### src/rtl/shifter_scheduler_if.sv
// Bundle between the shifter scheduler, its two requesters, the shared
// barrel shifter and the response consumer.
//
// Handshake rule for every valid/ready pair in this bundle: a transfer
// happens on the rising clock edge where valid and ready are both high;
// the source keeps valid and its payload stable until that edge, and the
// sink keeps its outputs stable while it holds valid without ready.
interface shifter_scheduler_if;
    logic        req0_valid;
    logic        req0_ready;
    logic [3:0]  req0_sel;
    logic [31:0] req0_shiftee;
    logic [31:0] req0_shifter;

    logic        req1_valid;
    logic        req1_ready;
    logic [3:0]  req1_sel;
    logic [31:0] req1_shiftee;
    logic [31:0] req1_shifter;

    logic        c_flag;

    logic [3:0]  bs_sel;
    logic [31:0] bs_shiftee;
    logic [31:0] bs_shifter;
    logic        bs_c_flag;
    logic [31:0] bs_operand;
    logic [31:0] bs_carry;

    logic        rsp_valid;
    logic        rsp_ready;
    logic        rsp_id;
    logic [31:0] rsp_operand;
    logic        rsp_carry;
    logic        rsp_err;

    // Environment side: requesters, shifter datapath and response consumer.
    modport master (
        output req0_valid, req0_sel, req0_shiftee, req0_shifter,
        input  req0_ready,
        output req1_valid, req1_sel, req1_shiftee, req1_shifter,
        input  req1_ready,
        output c_flag,
        input  bs_sel, bs_shiftee, bs_shifter, bs_c_flag,
        output bs_operand, bs_carry,
        input  rsp_valid, rsp_id, rsp_operand, rsp_carry, rsp_err,
        output rsp_ready
    );

    // Scheduler side.
    modport slave (
        input  req0_valid, req0_sel, req0_shiftee, req0_shifter,
        output req0_ready,
        input  req1_valid, req1_sel, req1_shiftee, req1_shifter,
        output req1_ready,
        input  c_flag,
        output bs_sel, bs_shiftee, bs_shifter, bs_c_flag,
        input  bs_operand, bs_carry,
        output rsp_valid, rsp_id, rsp_operand, rsp_carry, rsp_err,
        input  rsp_ready
    );
endinterface

### src/rtl/shifter_scheduler.sv
// Round-robin sequencer for the single shared barrel shifter. Accepts one
// operation at a time from port 0 (operand 2) or port 1 (load/store offset),
// drives the shifter from registers, inserts the Rs-read stall for
// register-specified shifts and holds the result in a response register.
module shifter_scheduler (
    input  logic               clk,
    input  logic               reset,
    shifter_scheduler_if.slave bus,
    output logic [1:0]         dbg_state
);

    typedef enum logic [1:0] {
        IDLE   = 2'd0,
        RSWAIT = 2'd1,
        EXEC   = 2'd2,
        RESP   = 2'd3
    } state_t;

    state_t      state;
    state_t      state_nx;
    logic        last;
    logic        err_q;

    logic        grant0;
    logic        grant1;
    logic        accept;
    logic        acc_id;
    logic [3:0]  acc_sel;
    logic [31:0] acc_shiftee;
    logic [31:0] acc_shifter;
    logic        acc_illegal;
    logic        acc_is_reg;
    logic [31:0] acc_amount;

    // Only bit 0 of the shifter carry bus carries information.
    logic        unused_carry_bits;
    assign unused_carry_bits = ^bus.bs_carry[31:1];

    assign dbg_state = state;

    // Arbitration, acceptance strobes and shift-amount masking of the winner.
    always_comb begin
        // On a tie the port that did not win last time goes first.
        grant0 = bus.req0_valid & (~bus.req1_valid | last);
        grant1 = bus.req1_valid & (~bus.req0_valid | ~last);

        bus.req0_ready = (state == IDLE) & ~reset & grant0;
        bus.req1_ready = (state == IDLE) & ~reset & grant1;

        accept = bus.req0_ready | bus.req1_ready;
        acc_id = bus.req1_ready;

        acc_sel     = acc_id ? bus.req1_sel     : bus.req0_sel;
        acc_shiftee = acc_id ? bus.req1_shiftee : bus.req0_shiftee;
        acc_shifter = acc_id ? bus.req1_shifter : bus.req0_shifter;

        // Odd codes with bit 3 set have no shifter meaning.
        acc_illegal = acc_sel[3] & acc_sel[0];
        acc_is_reg  = acc_sel[0] & ~acc_sel[3];

        acc_amount = 32'd0;
        if (acc_sel == 4'b1000) begin
            acc_amount = {28'd0, acc_shifter[3:0]};
        end else if (!acc_sel[0]) begin
            acc_amount = {27'd0, acc_shifter[4:0]};
        end else if (acc_is_reg) begin
            acc_amount = {24'd0, acc_shifter[7:0]};
        end
    end

    // State register.
    always_ff @(posedge clk) begin
        if (reset) begin
            state <= IDLE;
        end else begin
            state <= state_nx;
        end
    end

    // Next-state logic: register forms take one extra cycle for the Rs read.
    always_comb begin
        state_nx = state;
        case (state)
            IDLE: begin
                if (accept) begin
                    state_nx = acc_is_reg ? RSWAIT : EXEC;
                end
            end
            RSWAIT: state_nx = EXEC;
            EXEC:   state_nx = RESP;
            RESP: begin
                if (bus.rsp_ready) begin
                    state_nx = IDLE;
                end
            end
            default: state_nx = IDLE;
        endcase
    end

    // Shifter drive registers, round-robin pointer and error bit, loaded only on acceptance.
    always_ff @(posedge clk) begin
        if (reset) begin
            bus.bs_sel     <= 4'd0;
            bus.bs_shiftee <= 32'd0;
            bus.bs_shifter <= 32'd0;
            bus.bs_c_flag  <= 1'b0;
            bus.rsp_id     <= 1'b0;
            last           <= 1'b1;
            err_q          <= 1'b0;
        end else if (accept) begin
            // An illegal code becomes LSL #0, which passes shiftee through with carry = C.
            bus.bs_sel     <= acc_illegal ? 4'd0 : acc_sel;
            bus.bs_shiftee <= acc_shiftee;
            bus.bs_shifter <= acc_amount;
            bus.bs_c_flag  <= bus.c_flag;
            bus.rsp_id     <= acc_id;
            last           <= acc_id;
            err_q          <= acc_illegal;
        end
    end

    // Response register: captures the shifter output at the end of EXEC.
    always_ff @(posedge clk) begin
        if (reset) begin
            bus.rsp_operand <= 32'd0;
            bus.rsp_carry   <= 1'b0;
            bus.rsp_err     <= 1'b0;
        end else if (state == EXEC) begin
            bus.rsp_operand <= bus.bs_operand;
            bus.rsp_carry   <= bus.bs_carry[0];
            bus.rsp_err     <= err_q;
        end
    end

    assign bus.rsp_valid = (state == RESP);

endmodule

### src/flat_wrapper.sv
// flat-port wrapper written by rule: the top's interface ports become plain ports
module shifter_scheduler_flat 
  (clk, reset, dbg_state, bus_req0_valid, bus_req0_sel, bus_req0_shiftee, bus_req0_shifter, bus_req0_ready, bus_req1_valid, bus_req1_sel, bus_req1_shiftee, bus_req1_shifter, bus_req1_ready, bus_c_flag, bus_bs_sel, bus_bs_shiftee, bus_bs_shifter, bus_bs_c_flag, bus_bs_operand, bus_bs_carry, bus_rsp_valid, bus_rsp_id, bus_rsp_operand, bus_rsp_carry, bus_rsp_err, bus_rsp_ready);
  shifter_scheduler_if bus_i ();
  input  logic clk;
  input  logic reset;
  output logic [1:0] dbg_state;
  input wire logic [$bits(bus_i.req0_valid)-1:0] bus_req0_valid;
  input wire logic [$bits(bus_i.req0_sel)-1:0] bus_req0_sel;
  input wire logic [$bits(bus_i.req0_shiftee)-1:0] bus_req0_shiftee;
  input wire logic [$bits(bus_i.req0_shifter)-1:0] bus_req0_shifter;
  output wire logic [$bits(bus_i.req0_ready)-1:0] bus_req0_ready;
  input wire logic [$bits(bus_i.req1_valid)-1:0] bus_req1_valid;
  input wire logic [$bits(bus_i.req1_sel)-1:0] bus_req1_sel;
  input wire logic [$bits(bus_i.req1_shiftee)-1:0] bus_req1_shiftee;
  input wire logic [$bits(bus_i.req1_shifter)-1:0] bus_req1_shifter;
  output wire logic [$bits(bus_i.req1_ready)-1:0] bus_req1_ready;
  input wire logic [$bits(bus_i.c_flag)-1:0] bus_c_flag;
  output wire logic [$bits(bus_i.bs_sel)-1:0] bus_bs_sel;
  output wire logic [$bits(bus_i.bs_shiftee)-1:0] bus_bs_shiftee;
  output wire logic [$bits(bus_i.bs_shifter)-1:0] bus_bs_shifter;
  output wire logic [$bits(bus_i.bs_c_flag)-1:0] bus_bs_c_flag;
  input wire logic [$bits(bus_i.bs_operand)-1:0] bus_bs_operand;
  input wire logic [$bits(bus_i.bs_carry)-1:0] bus_bs_carry;
  output wire logic [$bits(bus_i.rsp_valid)-1:0] bus_rsp_valid;
  output wire logic [$bits(bus_i.rsp_id)-1:0] bus_rsp_id;
  output wire logic [$bits(bus_i.rsp_operand)-1:0] bus_rsp_operand;
  output wire logic [$bits(bus_i.rsp_carry)-1:0] bus_rsp_carry;
  output wire logic [$bits(bus_i.rsp_err)-1:0] bus_rsp_err;
  input wire logic [$bits(bus_i.rsp_ready)-1:0] bus_rsp_ready;
  assign bus_i.req0_valid = bus_req0_valid;
  assign bus_i.req0_sel = bus_req0_sel;
  assign bus_i.req0_shiftee = bus_req0_shiftee;
  assign bus_i.req0_shifter = bus_req0_shifter;
  assign bus_req0_ready = bus_i.req0_ready;
  assign bus_i.req1_valid = bus_req1_valid;
  assign bus_i.req1_sel = bus_req1_sel;
  assign bus_i.req1_shiftee = bus_req1_shiftee;
  assign bus_i.req1_shifter = bus_req1_shifter;
  assign bus_req1_ready = bus_i.req1_ready;
  assign bus_i.c_flag = bus_c_flag;
  assign bus_bs_sel = bus_i.bs_sel;
  assign bus_bs_shiftee = bus_i.bs_shiftee;
  assign bus_bs_shifter = bus_i.bs_shifter;
  assign bus_bs_c_flag = bus_i.bs_c_flag;
  assign bus_i.bs_operand = bus_bs_operand;
  assign bus_i.bs_carry = bus_bs_carry;
  assign bus_rsp_valid = bus_i.rsp_valid;
  assign bus_rsp_id = bus_i.rsp_id;
  assign bus_rsp_operand = bus_i.rsp_operand;
  assign bus_rsp_carry = bus_i.rsp_carry;
  assign bus_rsp_err = bus_i.rsp_err;
  assign bus_i.rsp_ready = bus_rsp_ready;
  shifter_scheduler u_core (.clk(clk), .reset(reset), .bus(bus_i), .dbg_state(dbg_state));
endmodule
### config.mk
export PLATFORM = sky130hd
export DESIGN_NAME = shifter_scheduler_flat
export DESIGN_NICKNAME = d
export VERILOG_FILES = /design/src/rtl/shifter_scheduler_if.sv /design/src/rtl/shifter_scheduler.sv /design/src/flat_wrapper.sv
export SDC_FILE = /design/constraint.sdc
export NUM_CORES = 1
export LEC_CHECK = 0
export CAP_MARGIN = 20
export CORE_AREA = 2 2 122 124
export CTS_BUF_LIST = sky130_fd_sc_hd__clkbuf_8
export CTS_CLUSTER_SIZE = 40
export DETAILED_ROUTE_END_ITERATION = 16
export DIE_AREA = 0 0 124 126
export GPL_ROUTABILITY_DRIVEN = 0
export PLACE_DENSITY = 0.67
export SYNTH_ARGS = -nofsm -noshare
export SYNTH_HDL_FRONTEND = slang
export SYNTH_SLANG_ARGS = --single-unit
### constraint.sdc
create_clock -name clk -period 4.9 [get_ports clk]
set_clock_uncertainty 0.1 [all_clocks]
set_input_delay 0.49 -clock clk [delete_from_list [all_inputs] [get_ports clk]]
set_output_delay 0.49 -clock clk [all_outputs]
set_load 0.01 [all_outputs]
==> results of run 1 <==
[critical path: cells and delay by family (launching register included)]
| family | cells | cell delay, ns |
|---|---|---|
| buf+inv | 3 | 0.78 |
| simple gates | 2 | 0.45 |
| flops | 1 | 0.35 |
| fa+ha+maj | 1 | 0.28 |
[kinds of logic after synthesis]
kind of cell | count (synthesis)
flops | 84
fa+ha+maj | 4
compound gates | 99
other cells | 1
mux | 38
buf+inv | 62
simple gates | 143
[per-layer routing]
metal	track usage	routed length, µm	vias to the layer above
li1	-	-	1818
met1	0.187	5370	1738
met2	0.263	6110	130
met3	0.0353	836	18
met4	0.0753	320	0
met5	0	0	-
[worst paths after layout]
path	start	cells past startpoint	end	slack, ns
setup / recovery	u_core.dbg_state[0]	6	bus_req1_ready	2.10
hold / removal	u_core.bus.rsp_id	2	u_core.bus.rsp_id	0.37
setup reg to reg	u_core.dbg_state[0]	7	u_core.dbg_state[0]	2.51
hold reg to reg	u_core.bus.rsp_id	2	u_core.bus.rsp_id	0.37
[placed cells by master, fill, tap and decap left out, types with 2 or more instances in the layout]
cell             netlist  routed
dfxtp_1               84      84
nand2b_1               2       2
mux2_2                 3       3
nand2_1               77      77
conb_1                 1      24
clkinvlp_4             0       2
mux2i_1               35      35
a21oi_1                7       7
buf_4                 24       3
o21ai_0               43      42
nand3_1                9       9
ha_1                   4       3
clkdlybuf4s50_1        0     210
a221oi_1               4       4
o41ai_1                2       2
clkbuf_8               0      11
and2_1                 2       2
nor2_1                38      37
a31oi_1               36      36
nor3_1                 5       5
inv_1                  8      10
nor2b_1                4       4
and3_1                 2       2
[area by class of cell]
cell class | instances | area share
Sequential cell | 84 | 0.279
Multi-Input combinational cell | 308 | 0.286
Tap cell | 184 | 0.0382
Clock inverter | 5 | 0.00872
Clock buffer | 11 | 0.0251
Inverter | 8 | 0.00498
Timing Repair Buffer | 215 | 0.358
[stage by stage]
stage          power, mW  area, µm²  hold slack (ns)  worst slack, ns   util
4_1_cts             2.67       6030            0.366             2.06  0.421
3_3_place_gp        2.09       5800            0.346             2.10  0.405
5_1_grt             2.81       6030            0.393             1.97  0.421
3_5_place_dp        2.13       5820            0.353             2.11  0.407
2_1_floorplan       1.55       3740            0.358             2.89      -
6_report            2.63       6030            0.367             2.10  0.421
[flip-flops by register name, indices dropped and copies added, names as in the netlist]
| signal | cells |
|---|---|
| u_core.bus.bs_sel | 4 |
| u_core.bus.rsp_err | 1 |
| u_core.bus.bs_shifter | 8 |
| u_core.bus.bs_shiftee | 32 |
| u_core.last | 1 |
| u_core.bus.bs_c_flag | 1 |
| u_core.bus.rsp_carry | 1 |
| u_core.bus.rsp_operand | 32 |
| u_core.err_q | 1 |
| u_core.dbg_state | 2 |
| u_core.bus.rsp_id | 1 |
[power groups by stage]
stage	clock network [mW]	registers [mW]	logic, mW
4_1_cts	0.550	0.958	1.16
3_3_place_gp	0	0.960	1.13
3_5_place_dp	0	0.972	1.16
5_1_grt	0.581	0.980	1.25
2_1_floorplan	0	1.05	0.503
6_report	0.528	0.957	1.15
==> results.sh, run 1 <==
export IMPL_slew_headroom=0.283
export IMPL_ys_flop_type="dfxtp_1"
export IMPL_leakage_nw=2.31
export IMPL_path_class="reg2out"
export IMPL_share_comb_of_total_power=0.436
export IMPL_clock_tree_buffer_depth=2
export IMPL_synth_compound_area_frac=0.164
export IMPL_synth_xor_area_share=0
export IMPL_die_h_um=126
export IMPL_swShare=0.343
export IMPL_n_antenna_cell=0
export IMPL_syn_inst=431
export IMPL_numCtsBuffers=9
export IMPL_startpoint_type="flop"
export IMPL_cts_root_buf="clkbuf_8"
export IMPL_htree_levels=3
export IMPL_grt_overflow=0
export IMPL_status="complete, no violations"
export IMPL_async_reset_ff_frac=0
export IMPL_postCtsHoldBufs=0
export IMPL_port_buffers=211
export IMPL_synthTopCellsByCount="dfxtp_1 (84), nand2_1 (77), o21ai_0 (43)"
export IMPL_cap_violations=0
export IMPL_grt_pass1_wl_um=18800
export IMPL_seq_area_mm2=0.00168
export IMPL_setup_viol=0
export IMPL_grt_use_total=0.157
export IMPL_initial_core_util=0.255
export IMPL_synth_area_leader_cell="dfxtp_1"
export IMPL_antenna_found_initial=0
export IMPL_drt_wl_total_um=12600
export IMPL_post_cts_repair_setup_buffers=0
export IMPL_synthTopCellsByArea="dfxtp_1 (46%), mux2i_1 (9.6%), nand2_1 (7.9%), a31oi_1 (6.2%), o21ai_0 (5.9%)"
export IMPL_synth_warnings=0
export IMPL_die_x_um=124
export IMPL_rows=44
export IMPL_seq_power_share=0.363
export IMPL_avgRoutedWirePerCell_um=15.5
export IMPL_synth_top_area_share=0.460
export IMPL_synth_edf_count=0
export IMPL_max_freq_mhz=357
export IMPL_slowest_stage="clkdlybuf4s50_1"
export IMPL_slowest_delay_ns=0.58
export IMPL_first_pass_iters=6
export IMPL_viasPerCell=4.54
export IMPL_dp_hpwl_um=9100
export IMPL_finalMaxSlewViolations=0
export IMPL_cp_max_fo=6
export IMPL_internal_power_mw=1.73
export IMPL_numClockSinks=84
export IMPL_endpoint_kind="output pin"
export IMPL_fin_crit_ns=2.80
export IMPL_io_pins=315
export IMPL_rsz0062_at_grt="no"
export IMPL_cts_reportedPaths_clkPinSlew_ns=0.09
export IMPL_synthDistinctLibCells=35
export IMPL_vias=3704
export IMPL_fin_crit_sh=0.571
export IMPL_drive_above_1_share=0.0412
export IMPL_pwr_density_cell_mw_per_mm2=437
export IMPL_clkPwrFrac=0.200
export IMPL_hold_class="reg2reg"
export IMPL_crit_arrival_ns=2.21
export IMPL_dp_cells=799
export IMPL_grt_max_degree=72
export IMPL_fillers=1429
export IMPL_ys_ff_latch=84
export IMPL_drc=0
export IMPL_synth_seq_area_share=0.460
export IMPL_synthSimpleGateAreaFrac=0.162
export IMPL_drt_first_iter_violations=200
export IMPL_synth_adder_area_share=0.0137
export IMPL_route_antenna_remaining_nets=0
export IMPL_final_cells=815
export IMPL_grt_pass1_vias=3647
export IMPL_path_cells="inv_1 > ha_1 > nand3b_1 > or2_2 > inv_1 > clkdlybuf4s50_1"
export IMPL_vdd_drop_max_uv=174
export IMPL_worst_skew_pair_late_latency_ns=0.37
export IMPL_worst_slew_pin_slew_ns=1.08
export IMPL_multiInputGateArea_mm2=0.00173
export IMPL_tritoncts="built"
export IMPL_syn_area_per_cell_um2=8.47
export IMPL_muxShareOfSynthArea=0.105
export IMPL_final_nets=836
export IMPL_path_common_cell="inv_1"
export IMPL_synth_area_mm2=0.00365
export IMPL_setup_tns_ns=0
export IMPL_hold_viol_final=0
export IMPL_design_core_area_mm2=0.0143
export IMPL_crit_required_ns=4.31
export IMPL_cts_resized=0
export IMPL_synth_most_common_cell="dfxtp_1"
export IMPL_dieArea_mm2=0.0156
export IMPL_areaGrowthSynthToFinish_pct=65.1
export IMPL_switchingPower_mw=0.903
export IMPL_synth_top_family_by_area="compound AO/OA/AOI/OAI gates"
No activity file was read; power rests on OpenSTA's default activity.
==> run 2, diff against run 1 <==
--- a/config.mk
+++ b/config.mk
@@ -6,13 +6,13 @@
 export NUM_CORES = 1
 export LEC_CHECK = 0
 export CAP_MARGIN = 20
-export CORE_AREA = 2 2 122 124
+export CORE_AREA = 2 2 121 123
 export CTS_BUF_LIST = sky130_fd_sc_hd__clkbuf_8
 export CTS_CLUSTER_SIZE = 40
 export DETAILED_ROUTE_END_ITERATION = 16
-export DIE_AREA = 0 0 124 126
+export DIE_AREA = 0 0 123 125
 export GPL_ROUTABILITY_DRIVEN = 0
-export PLACE_DENSITY = 0.67
+export PLACE_DENSITY = 0.71
 export SYNTH_ARGS = -nofsm -noshare
 export SYNTH_HDL_FRONTEND = slang
 export SYNTH_SLANG_ARGS = --single-unit
==> constraint.sdc (replaced) <==
create_clock -name clk -period 2.3 [get_ports clk]
set_clock_uncertainty 0.1 [all_clocks]
set_input_delay 0.23 -clock clk [delete_from_list [all_inputs] [get_ports clk]]
set_output_delay 0.23 -clock clk [all_outputs]
set_load 0.01 [all_outputs]
==> results.sh, run 2 (same netlist as run 1, synthesis figures left out) <==
export IMPL_status="complete, no violations"
export IMPL_worst_skew_pair_late_latency_ns=0.37
export IMPL_first_pass_iters=4
export IMPL_slew_headroom=0.649
export IMPL_drc=0
export IMPL_p_total_mw=5.59
export IMPL_startpoint_type="flop"
export IMPL_clock_tree_buffer_depth=2
export IMPL_rows=44
export IMPL_drt_first_iter_violations=126
export IMPL_avgRoutedWirePerCell_um=14.5
export IMPL_setup_viol=0
export IMPL_fin_crit_ns=2.13
export IMPL_dp_hpwl_um=8990
export IMPL_drt_wl_total_um=12100
export IMPL_crit_required_ns=1.97
export IMPL_die_x_um=123
export IMPL_path_class="reg2out"
export IMPL_antenna_found_initial=0
export IMPL_die_h_um=125
export IMPL_final_nets=853
export IMPL_viasPerCell=4.47
export IMPL_grt_pass1_wl_um=18700
export IMPL_grt_max_degree=43
export IMPL_placed_area_mm2=0.00597
export IMPL_grt_pass1_vias=3629
export IMPL_cts_root_buf="clkbuf_8"
export IMPL_min_path_cells=3
export IMPL_layout_setup_ws_ns=0.169
export IMPL_vdd_drop_max_uv=278
export IMPL_setup_tns_ns=0
export IMPL_rsz0062_at_grt="no"
export IMPL_cp_max_fo=5
export IMPL_design_core_area_mm2=0.0142
export IMPL_hold_class="in2reg"
export IMPL_rr_worst_depth=8
export IMPL_r2r_start="u_core.dbg_state[1]"
export IMPL_fillers=1429
export IMPL_grt_overflow=0
export IMPL_endpoint_kind="output pin"
export IMPL_max_freq_mhz=469
export IMPL_grt_use_total=0.157
export IMPL_final_cell_mix="clkdlybuf4s50_1 (208), dfxtp_1 (84), nand2_1 (77)"
export IMPL_dp_slack_ns=0.0324
export IMPL_postCtsHoldBufs=0
export IMPL_hold_viol_final=0
export IMPL_areaGrowthSynthToFinish_pct=68.6
export IMPL_crit_arrival_ns=1.80
export IMPL_port_buffers=211
export IMPL_cts_reportedPaths_clkPinSlew_ns=0.10
export IMPL_fin_area_mm2=0.00616
export IMPL_min_from="reset"
export IMPL_htree_levels=3
export IMPL_numClockSinks=84
export IMPL_cap_violations=0
export IMPL_leakage_nw=2.39
export IMPL_tritoncts="built"
export IMPL_rrSetupSlack_ns=0.23
export IMPL_fin_crit_sh=0.926
export IMPL_whs_endpoint="u_core.bus.rsp_operand[19]"
export IMPL_vias=3720
export IMPL_dieArea_mm2=0.0154
export IMPL_n_antenna_cell=0
export IMPL_numCtsBuffers=9
export IMPL_top_regs="u_core.bus.bs_shiftee x32, u_core.bus.rsp_operand x32, u_core.bus.bs_shifter x8"
export IMPL_io_pins=315
export IMPL_finalMaxSlewViolations=0
export IMPL_drive_above_1_share=0.0694
export IMPL_route_antenna_remaining_nets=0
export IMPL_r2r_end="u_core.bus.bs_shiftee[31]"
export IMPL_initial_core_util=0.257
export IMPL_worst_slew_pin_slew_ns=0.525
export IMPL_final_common_cell="clkdlybuf4s50_1"
export IMPL_pwr_density_cell_mw_per_mm2=908
-- run 2: cell count changes in the layout (fill, tap and decap cells not counted), sizes merged --
cell	change
dlygate4sd2	+1
clkdlybuf4s50	-2
clkinv	+3
clkdlybuf4s15	+1
buf	+17
bufinv	-1
inv	-1
clkbuf	-1
-- run 2: repair_timing --
action	CTS	global route
gates resized for setup	2	3
setup endpoints to repair	2	3
buffers inserted	0	0
pin swaps	0	0
-- run 2: cell type report --
class	instances	area, µm²	share of cell area
inverters	8	30.0	0.00488
clock buffers	10	138	0.0224
clock inverters	6	41.3	0.00671
multi-input cells	308	1730	0.282
flip-flops and latches	84	1680	0.273
well taps	184	230	0.0374
repair buffers	232	2300	0.374
-- run 2: through the flow --
stage | hold slack [ns] | cells | util
after CTS | 0.127 | 832 | 0.433
after floorplan | 0.266 | 454 | -
after global placement | 0.344 | 816 | 0.420
final | 0.142 | 832 | 0.433
after global routing | 0.168 | 832 | 0.433
after detailed placement | 0.353 | 816 | 0.420
-- run 2: per-layer routing --
layer  global-route usage  vias up  share of wire
li1                     -     1859              -
met4               0.0755        0          0.029
met1                0.191     1703           0.44
met3               0.0356       23          0.066
met5                    0        -              0
met2                0.259      135           0.46
-- run 2: power breakdown --
part,internal (mW),switching (mW)
clock,0.420,0.572
combinational,1.39,1.18
sequential,1.84,0.181
total,3.65,1.94
-- run 2: worst max-delay path: stages (launching register included) --
cell	delay, ns
dfxtp_1	0.38
inv_1	0.09
ha_1	0.19
buf_4	0.15
nor2b_1	0.13
and3_1	0.19
dlygate4sd2_1	0.29
-- run 2: worst max-delay path by stage --
stage / from / endpoint / slack, ns / depth (start not counted)
6_report: u_core.dbg_state[1] / bus_req0_ready / 0.17 / 6
5_1_grt: u_core.dbg_state[1] / bus_req1_ready / 0.01 / 6
4_1_cts: u_core.dbg_state[1] / bus_req1_ready / 0.02 / 6
3_5_place_dp: bus_req0_valid / bus_req1_ready / 0.03 / 5
3_3_place_gp: bus_req0_valid / bus_req1_ready / 0.02 / 5
2_1_floorplan: u_core.dbg_state[0] / u_core.dbg_state[1] / 0.38 / 7
==> run 3, diff against run 2 <==
--- a/config.mk
+++ b/config.mk
@@ -11,7 +11,7 @@
 export CTS_CLUSTER_SIZE = 40
 export DETAILED_ROUTE_END_ITERATION = 16
 export DIE_AREA = 0 0 123 125
-export GPL_ROUTABILITY_DRIVEN = 0
+export GPL_TIMING_DRIVEN = 0
 export PLACE_DENSITY = 0.71
 export SYNTH_ARGS = -nofsm -noshare
 export SYNTH_HDL_FRONTEND = slang
==> results.sh, run 3 (same netlist as run 1, synthesis figures left out) <==
export IMPL_status="complete, no violations"
export IMPL_min_from="bus_c_flag"
export IMPL_multiInputGateArea_mm2=0.00173
export IMPL_drt_first_iter_violations=114
export IMPL_dp_cells=849
export IMPL_p_total_mw=5.66
export IMPL_dieArea_mm2=0.0154
export IMPL_startpoint="u_core.dbg_state[0]"
export IMPL_final_cells=868
export IMPL_cts_reportedPaths_clkPinSlew_ns=0.08
export IMPL_antenna_found_initial=0
export IMPL_fin_crit_sh=0.956
export IMPL_io_pins=315
export IMPL_initial_core_util=0.257
export IMPL_switchingPower_mw=2.00
export IMPL_clkPwrFrac=0.177
export IMPL_n_antenna_cell=0
export IMPL_final_common_cell="clkdlybuf4s50_1"
export IMPL_dp_slack_ns=-0.424
export IMPL_hold_ws_ns=0.300
export IMPL_swShare=0.353
export IMPL_path_class="reg2out"
export IMPL_numCtsBuffers=9
export IMPL_endpoint_kind="output pin"
export IMPL_gp_congestion=0.804
export IMPL_vias=3867
export IMPL_min_path_cells=3
export IMPL_grt_pass1_wl_um=20300
export IMPL_rr_worst_depth=10
export IMPL_fillers=1407
export IMPL_placed_area_mm2=0.00608
export IMPL_top_regs="u_core.bus.bs_shiftee x32, u_core.bus.rsp_operand x32, u_core.bus.bs_shifter x8"
export IMPL_leakage_nw=2.50
export IMPL_crit_arrival_ns=1.87
export IMPL_tritoncts="built"
export IMPL_final_nets=890
export IMPL_die_h_um=125
export IMPL_worst_slew_pin_slew_ns=0.857
export IMPL_worst_path_stages=8
export IMPL_design_core_area_mm2=0.0142
export IMPL_final_cell_mix="clkdlybuf4s50_1 (209), dfxtp_1 (82), nand2_1 (77)"
export IMPL_postCtsHoldBufs=0
export IMPL_path_buf_inv=5
export IMPL_post_route_util=0.446
export IMPL_setup_tns_ns=0
export IMPL_grt_pass1_vias=3720
export IMPL_hold_viol_final=0
export IMPL_path_cells="inv_4 > ha_4 > nand3b_1 > or2_1 > buf_6 > clkinvlp_4 > buf_8 > clkdlybuf4s15_2"
export IMPL_die_x_um=123
export IMPL_seq_power_share=0.362
export IMPL_startpoint_type="flop"
export IMPL_slew_headroom=0.427
export IMPL_layout_setup_ws_ns=0.100
export IMPL_slowest_delay_ns=0.37
export IMPL_crit_required_ns=1.97
export IMPL_grt_max_degree=14
export IMPL_avgRoutedWirePerCell_um=15.4
export IMPL_drt_wl_total_um=13400
export IMPL_vdd_drop_max_uv=314
export IMPL_areaGrowthSynthToFinish_pct=73.3
export IMPL_grt_overflow=0
export IMPL_hold_class="in2reg"
export IMPL_dp_hpwl_um=10100
export IMPL_clock_tree_buffer_depth=2
export IMPL_grt_use_total=0.173
export IMPL_cap_violations=0
export IMPL_worst_skew_pair_late_latency_ns=0.37
export IMPL_seq_area_mm2=0.00169
export IMPL_internal_power_mw=3.67
export IMPL_share_comb_of_total_power=0.461
export IMPL_drc=0
export IMPL_cts_root_buf="clkbuf_8"
export IMPL_r2r_start="u_core.dbg_state[0]"
export IMPL_port_buffers=211
export IMPL_first_pass_iters=4
export IMPL_rows=44
export IMPL_numClockSinks=84
export IMPL_route_antenna_remaining_nets=0
export IMPL_fin_area_mm2=0.00633
export IMPL_htree_levels=3
export IMPL_crit_family="buffers and inverters"
export IMPL_finalMaxSlewViolations=0
export IMPL_cp_max_fo=10
export IMPL_viasPerCell=4.46
export IMPL_drive_above_1_share=0.0965
export IMPL_fin_crit_ns=2.20
export IMPL_pwr_density_cell_mw_per_mm2=895
export IMPL_setup_viol=0
export IMPL_max_freq_mhz=455
export IMPL_slowest_stage="dfxtp_4"
[run 3: cell count changes in the layout (fill, tap and decap cells not counted), sizes merged]
cell	delta
clkbuf	+20
buf	+17
inv	-2
clkdlybuf4s50	+1
clkinv	-1
clkinvlp	+1
dlygate4sd2	-1
dlymetal6s2s	+1
[run 3: worst paths after layout]
| path | end | slack (ns) |
|---|---|---|
| hold reg to reg | u_core.bus.bs_c_flag | 0.37 |
| setup reg to reg | u_core.bus.bs_sel[2] | 0.26 |
| setup / recovery | bus_req1_ready | 0.10 |
| hold / removal | u_core.bus.bs_c_flag | 0.30 |
[run 3: cell type report]
type,instances,share of cell area
well taps,184,0.0364
flip-flops and latches,84,0.267
multi-input cells,308,0.273
plain buffers,54,0.0510
clock buffers,11,0.0239
inverters,8,0.00573
repair buffers,215,0.339
clock inverters,4,0.00395
[run 3: metal layers]
| metal | vias up | wire [µm] | part of all wire | global-route usage |
|---|---|---|---|---|
| met1 | 1774 | 5890 | 0.44 | 0.224 |
| met4 | 0 | 378 | 0.028 | 0.0816 |
| met2 | 130 | 6200 | 0.46 | 0.273 |
| li1 | 1940 | - | - | - |
| met5 | - | 0 | 0 | 0 |
| met3 | 23 | 925 | 0.069 | 0.0365 |
[run 3: worst min-delay path, cell delays in order]
cell             delay [ns]
clkdlybuf4s50_1        0.39
nand2_1                0.05
a21oi_1                0.05
[run 3: power by group through the flow]
stage | Combinational [mW] | Clock [mW] | Sequential (mW)
2_1_floorplan | 1.07 | 0 | 2.23
3_3_place_gp | 2.55 | 0 | 2.05
3_5_place_dp | 2.57 | 0 | 2.06
4_1_cts | 2.62 | 1.05 | 2.04
5_1_grt | 2.84 | 1.09 | 2.10
6_report | 2.61 | 1.00 | 2.05
[run 3: what timing repair did]
item,in CTS,in global routing
buffers inserted,1,3
setup endpoints to repair,12,19
resized for setup,12,7
